## src/rtl/ota_ctrl_pkg.sv

```systemverilog
// Shared definitions for the OTA trim calibration controller: the sequencer
// state type, vote/settle constants and the trim-DAC midcode helper.
package ota_ctrl_pkg;

    typedef enum logic [2:0] {
        ST_IDLE   = 3'd0,
        ST_SETTLE = 3'd1,
        ST_SAMPLE = 3'd2,
        ST_DECIDE = 3'd3,
        ST_DONE   = 3'd4
    } state_t;

    // Shortest settle wait; covers the two-flop comparator synchronizer.
    localparam int MIN_SETTLE = 2;

    // Comparator samples taken per SAR bit (majority voted).
    localparam int NUM_VOTES = 3;

    // Midcode of a w-bit trim DAC: MSB set, all other bits clear.
    function automatic int unsigned midcode(input int unsigned w);
        return 32'd1 << (w - 1);
    endfunction

endpackage

```

## src/rtl/sync2.sv

```systemverilog
// Two-flop synchronizer for asynchronous analog-return nets (comparator
// outputs and similar). Both flops clear on reset.
module sync2 (
    input  logic clk,
    input  logic rst,
    input  logic d,
    output logic q
);

    logic r_meta;
    logic r_sync;

    // Double-register the asynchronous input into the clk domain.
    always_ff @(posedge clk) begin
        if (rst) begin
            r_meta <= 1'b0;
            r_sync <= 1'b0;
        end else begin
            r_meta <= d;
            r_sync <= r_meta;
        end
    end

    assign q = r_sync;

endmodule

```

## src/rtl/ota_trim_cal_ctrl.sv

```systemverilog
// OTA offset calibration sequencer. Enables the OTA, shorts its inputs and
// runs a SAR search on the trim-DAC code using majority-voted comparator
// samples taken after a programmable settle time. The finished code is held
// on trim_out with trim_valid; abort restores the last good result.
//
// Control protocol: start is a one-cycle request honoured only in IDLE and
// ignored when abort is high in the same cycle; abort ends any busy state
// except DONE; done pulses for exactly one cycle when a run completes.
module ota_trim_cal_ctrl
    import ota_ctrl_pkg::*;
#(
    parameter int TRIM_W   = 6,
    parameter int SETTLE_W = 8
) (
    input  logic                clk,
    input  logic                rst,
    input  logic                start,
    input  logic                abort,
    input  logic [SETTLE_W-1:0] settle_cycles,
    input  logic                cmp_in,
    output logic                ota_en,
    output logic                cal_short,
    output logic [TRIM_W-1:0]   trim_out,
    output logic                busy,
    output logic                done,
    output logic                trim_valid,
    output logic                err,
    output logic [2:0]          dbg_state
);

    localparam int                IDX_W     = (TRIM_W > 1) ? $clog2(TRIM_W) : 1;
    localparam logic [TRIM_W-1:0] MIDCODE   = TRIM_W'(midcode(TRIM_W));
    localparam logic [1:0]        VOTE_LAST = 2'(NUM_VOTES - 1);

    state_t              r_state;
    logic [SETTLE_W-1:0] r_settle_len;
    logic [SETTLE_W-1:0] r_cnt;
    logic [1:0]          r_vcnt;
    logic [2:0]          r_votes;
    logic [IDX_W-1:0]    r_idx;
    logic [TRIM_W-1:0]   r_work;
    logic [TRIM_W-1:0]   r_last_good;
    logic                r_valid_saved;
    logic                r_ota_en;
    logic                r_cal_short;
    logic [TRIM_W-1:0]   r_trim;
    logic                r_done;
    logic                r_trim_valid;
    logic                r_err;

    logic                w_cmp_s;
    logic                w_vote;
    logic                w_busy_abortable;
    logic [SETTLE_W-1:0] w_settle_clamped;
    logic [TRIM_W-1:0]   w_next_work;

    sync2 u_cmp_sync (
        .clk (clk),
        .rst (rst),
        .d   (cmp_in),
        .q   (w_cmp_s)
    );

    assign w_vote = (r_votes[0] & r_votes[1]) |
                    (r_votes[0] & r_votes[2]) |
                    (r_votes[1] & r_votes[2]);

    assign w_settle_clamped = (settle_cycles < SETTLE_W'(MIN_SETTLE)) ?
                              SETTLE_W'(MIN_SETTLE) : settle_cycles;

    // DONE is deliberately not abortable so a finished result always lands.
    assign w_busy_abortable = (r_state == ST_SETTLE) || (r_state == ST_SAMPLE) ||
                              (r_state == ST_DECIDE);

    // SAR step: drop the bit under test if the comparator says "too high",
    // then trial-set the next lower bit.
    always_comb begin
        w_next_work = r_work;
        if (w_vote) begin
            w_next_work[r_idx] = 1'b0;
        end
        if (r_idx != '0) begin
            w_next_work[r_idx - 1'b1] = 1'b1;
        end
    end

    // Calibration sequencer with registered outputs.
    always_ff @(posedge clk) begin
        if (rst) begin
            r_state       <= ST_IDLE;
            r_settle_len  <= SETTLE_W'(MIN_SETTLE);
            r_cnt         <= '0;
            r_vcnt        <= '0;
            r_votes       <= '0;
            r_idx         <= '0;
            r_work        <= MIDCODE;
            r_last_good   <= MIDCODE;
            r_valid_saved <= 1'b0;
            r_ota_en      <= 1'b0;
            r_cal_short   <= 1'b0;
            r_trim        <= MIDCODE;
            r_done        <= 1'b0;
            r_trim_valid  <= 1'b0;
            r_err         <= 1'b0;
        end else begin
            r_done <= 1'b0;
            if (abort && w_busy_abortable) begin
                r_state      <= ST_IDLE;
                r_cal_short  <= 1'b0;
                r_trim       <= r_last_good;
                r_trim_valid <= r_valid_saved;
                r_ota_en     <= r_valid_saved;
            end else begin
                case (r_state)
                    ST_IDLE: begin
                        if (start && !abort) begin
                            r_state       <= ST_SETTLE;
                            r_settle_len  <= w_settle_clamped;
                            r_cnt         <= '0;
                            r_work        <= MIDCODE;
                            r_trim        <= MIDCODE;
                            r_idx         <= IDX_W'(TRIM_W - 1);
                            r_err         <= 1'b0;
                            r_valid_saved <= r_trim_valid;
                            r_trim_valid  <= 1'b0;
                            r_ota_en      <= 1'b1;
                            r_cal_short   <= 1'b1;
                        end
                    end
                    ST_SETTLE: begin
                        if (r_cnt == r_settle_len - 1'b1) begin
                            r_state <= ST_SAMPLE;
                            r_cnt   <= '0;
                            r_vcnt  <= '0;
                        end else begin
                            r_cnt <= r_cnt + 1'b1;
                        end
                    end
                    ST_SAMPLE: begin
                        r_votes <= {r_votes[1:0], w_cmp_s};
                        if (r_vcnt == VOTE_LAST) begin
                            r_state <= ST_DECIDE;
                            r_vcnt  <= '0;
                        end else begin
                            r_vcnt <= r_vcnt + 1'b1;
                        end
                    end
                    ST_DECIDE: begin
                        r_work <= w_next_work;
                        r_trim <= w_next_work;
                        if (r_idx == '0) begin
                            r_state      <= ST_DONE;
                            r_done       <= 1'b1;
                            r_trim_valid <= 1'b1;
                            r_last_good  <= w_next_work;
                            r_cal_short  <= 1'b0;
                            r_err        <= (w_next_work == '0) ||
                                            (w_next_work == {TRIM_W{1'b1}});
                        end else begin
                            r_state <= ST_SETTLE;
                            r_idx   <= r_idx - 1'b1;
                            r_cnt   <= '0;
                        end
                    end
                    ST_DONE: begin
                        r_state <= ST_IDLE;
                    end
                    default: begin
                        r_state <= ST_IDLE;
                    end
                endcase
            end
        end
    end

    assign ota_en     = r_ota_en;
    assign cal_short  = r_cal_short;
    assign trim_out   = r_trim;
    assign busy       = (r_state != ST_IDLE);
    assign done       = r_done;
    assign trim_valid = r_trim_valid;
    assign err        = r_err;
    assign dbg_state  = r_state;

endmodule

```

## config.mk

```make
export PLATFORM = sky130hd
export DESIGN_NAME = ota_trim_cal_ctrl
export DESIGN_NICKNAME = d
export VERILOG_FILES = /design/src/rtl/ota_ctrl_pkg.sv /design/src/rtl/sync2.sv /design/src/rtl/ota_trim_cal_ctrl.sv
export SDC_FILE = /design/constraint.sdc
export NUM_CORES = 1
export LEC_CHECK = 0
export ABC_AREA = 1
export CORE_ASPECT_RATIO = 0.75
export CORE_UTILIZATION = 45
export DETAILED_ROUTE_END_ITERATION = 10
export PLACE_DENSITY_LB_ADDON = 0.05
export SLEW_MARGIN = 15
export SYNTH_ARGS = -nofsm -noshare
export SYNTH_HDL_FRONTEND = slang
export SYNTH_SLANG_ARGS = --single-unit
```

## constraint.sdc

```tcl
create_clock -name clk -period 4.15 [get_ports clk]
set_input_delay 0.6225 -clock clk [delete_from_list [all_inputs] [get_ports clk]]
set_output_delay 0.6225 -clock clk [all_outputs]
set_load 0.02 [all_outputs]
```

==> run summary <==
Status = finished, final reports clean
Synthesis Warnings = 0
Routed vias/inst = 4.91
Initial core utilization = 0.473
Hold Fails Final Rpt = 0
Initial antenna violation count = 0
Post-synth cell types = 35
Critical path arrival = 2.59 ns
Clock slew at reported path FFs = 0.10 ns
IO Pins = 28
Dpl hpwl = 4.66 mm
Sequential fraction of design power = 0.397
Critical path peak fanout = 13
Total power = 0.00159 W
Hold_buf cts = 0
Most used routing layer = met2
Remaining global-route overflow = 0
Hold WS = 0.410 ns
Post-synthesis area per instance = 6.75 um2
Async SR Flop Fraction = 0
Worst-Skew Late Latency = 0.31 ns
Worst-margin pin slew = 0.734 ns
Sw Ratio = 0.388
DIE HEIGHT = 70.1 um
CP Cell Sequence = clkdlybuf4s50_1, inv_2, nor3_4, nor2_1, nand3_4, inv_2, nand2_1, nand2_2, nor2_1
Hold Crit Depth = 2
Register area share after synthesis = 0.381
Met1 GRT Util = 0.276
Worst r2r path cells = 13
Dominant cells by area after synthesis = dfxtp_1 38%, nand2_1 16%, inv_1 6.2%
Clock Tree Buf Depth = 2
WP depth = 9
Fmax = 0.427 GHz
M2 GR Usage = 0.339
Synth Cell Area = 2780 um2
RSZ-0062 raised after global routing = false
Final Setup Violations = 0
Type of origin of the critical path = input pin
Layout net count = 456
Die area = 6500 um2
Share of the synthesized area in the top cell type = 0.381
Critical path class = input pin to register
DR pass1 iterations = 4
Synth top cells by count = 120 x nand2_1, 53 x dfxtp_1, 46 x inv_1, 46 x nor2_1, 26 x o21ai_0
# diodes = 0
Leakage = 1.38 nW
Area of placed instances = 3110 um2
Cell taking the most area after synthesis = dfxtp_1
Net load switching power = 0.000617 W
EDFF count, synth = 0
Met3 Usage GRT = 0.0436
Worst Min Path Start = u_cmp_sync.r_meta
Routed wire length = 6.21 mm
Clock Tree Root = clkbuf_8
Post-synthesis sequential element count = 53
CP top delay family = simple AND/OR/NAND/NOR gates
Pins Over Slew Limit = 0
Ys flop type = dfxtp_1
Buf/Inv on CP = 3
Setup TNS = 0 ns
DRC errors left = 0
CP max stage cell = clkdlybuf4s50_1
Power share of the clock group = 0.232
Post-Synthesis Net Count = 429
Share of cells above drive strength 1 = 0.0955
Die X = 92.8 um
H-tree depth = 2
CTS sink cnt = 53
Iter 0 DRT Violations = 103
Count leader, synth = nand2_1
Worst r2r src = r_idx[0]
CTS tree = yes
DR vias = 2,542
Design area = 3230 um2
Rows = 24
Pin count of the biggest net entering global routing = 25
Clock Skew = 0.00838 ns
First-pass GRT wire length = 10.8 mm
Antenna viol nets, final = 0
Min Clock Period, post-route = 2.34 ns
Postcts setup bufs = 0
Worst slack at placement = 1.49 ns
Number of port buffers = 27
Post-synthesis cell count = 412
Pwr dens = 492 nW/um2
Gp weighted congestion = 0.808
CTS-repair resized insts = 0
CTS Buf Count = 5
GRT Total Usage = 0.209
Slowest stage delay, CP = 0.67 ns
Crit. End Element = register
Final Cycle Share = 0.564
Int Pwr = 0.000972 W
Fillcell total = 594
Vias in the first global route = 2,441
Hold WC Path Type = register to register
Logic pwr share = 0.371
P&R area growth vs syn = 16.1%
DR WL/cell = 12.0 um
Relative slew slack = 0.508
Worst IR Drop VDD = 0.253 mV
Placeable core region = 5890 um2
Critical path startpoint = abort
Final setup margin = 1.81 ns
WP data required = 4.40 ns
Max_cap viols = 0
-- worst register-to-register path, stage by stage, from the launching register on --
cell and delay (ns):
dfxtp_1 0.48, inv_1 0.19, ha_1 0.32, inv_1 0.14, nand2_1 0.07, nor2_1 0.14, nand2_1 0.07, nand2_1 0.11
nand2_1 0.06, nor2_1 0.10, nand2_1 0.05, nand2_1 0.06, nand2_1 0.05, a21oi_1 0.13
-- sequential cells by signal, indices dropped and copies added (netlist names), 2 cells and up --
name / cells
r_votes: 3
r_vcnt: 2
r_cnt: 8
trim_out: 6
r_settle_len: 8
r_last_good: 6
dbg_state: 3
r_idx: 3
r_work: 6
-- worst paths after layout --
path / end / slack (ns)
max: r_cnt[0] / 1.81
min: u_cmp_sync.q / 0.41
max reg2reg: err / 2.11
min reg2reg: u_cmp_sync.q / 0.41
-- layout make-up --
| class | instances | area [um2] | share of cell area |
|---|---|---|---|
| Timing Repair Buffer | 28 | 278 | 0.0860 |
| Sequential cell | 53 | 1060 | 0.328 |
| Clock buffer | 6 | 82.6 | 0.0256 |
| Inverter | 57 | 214 | 0.0662 |
| Multi-Input combinational cell | 294 | 1460 | 0.452 |
| Tap cell | 78 | 97.6 | 0.0302 |
| Clock inverter | 2 | 37.5 | 0.0116 |
-- kinds of logic after synthesis --
group                    count (synthesis)  synth area share
XOR/XNOR                                 8            0.0252
buffers and inverters                   65            0.0936
flip-flops                              53             0.381
adder cells (fa/ha/maj)                  4            0.0180
AND/OR/NAND/NOR                        215             0.346
AO/OA/AOI/OAI                           67             0.136
-- per-stage QoR --
step	utilization	instances
2_1_floorplan	-	412
3_3_place_gp	0.528	510
3_5_place_dp	0.528	510
4_1_cts	0.549	518
5_1_grt	0.549	518
6_report	0.549	518
-- power by group through the flow --
stage          sequential, W  clock, W  combinational (W)
5_1_grt             0.000641  0.000401           0.000672
3_5_place_dp        0.000642         0           0.000589
6_report            0.000631  0.000369           0.000589
4_1_cts             0.000631  0.000378           0.000592
2_1_floorplan       0.000646         0           0.000430
3_3_place_gp        0.000643         0           0.000579
-- metal layers --
metal	routed length, um	vias up
met4	49	0
met5	0	-
met3	237	4
met1	3150	1150
met2	2770	34
li1	-	1354
-- layout by cell type, fill, tap and decap left out, types with 2 or more instances in the layout --
master           count
nand4_1              3
a31oi_1              6
inv_2               10
nor2_4               5
nor3_1               2
nand2_1            120
xnor2_1              2
inv_1               46
ha_1                 4
a21oi_1             25
clkdlybuf4s50_1     27
o21ai_1              4
nor2_2               3
dfxtp_1             53
nor3_2               3
nand3_1             23
nor2_1              46
nand2_2              5
xor2_1               6
clkbuf_8             6
o21ai_0             26
No activity file was read; power rests on OpenSTA's default activity.
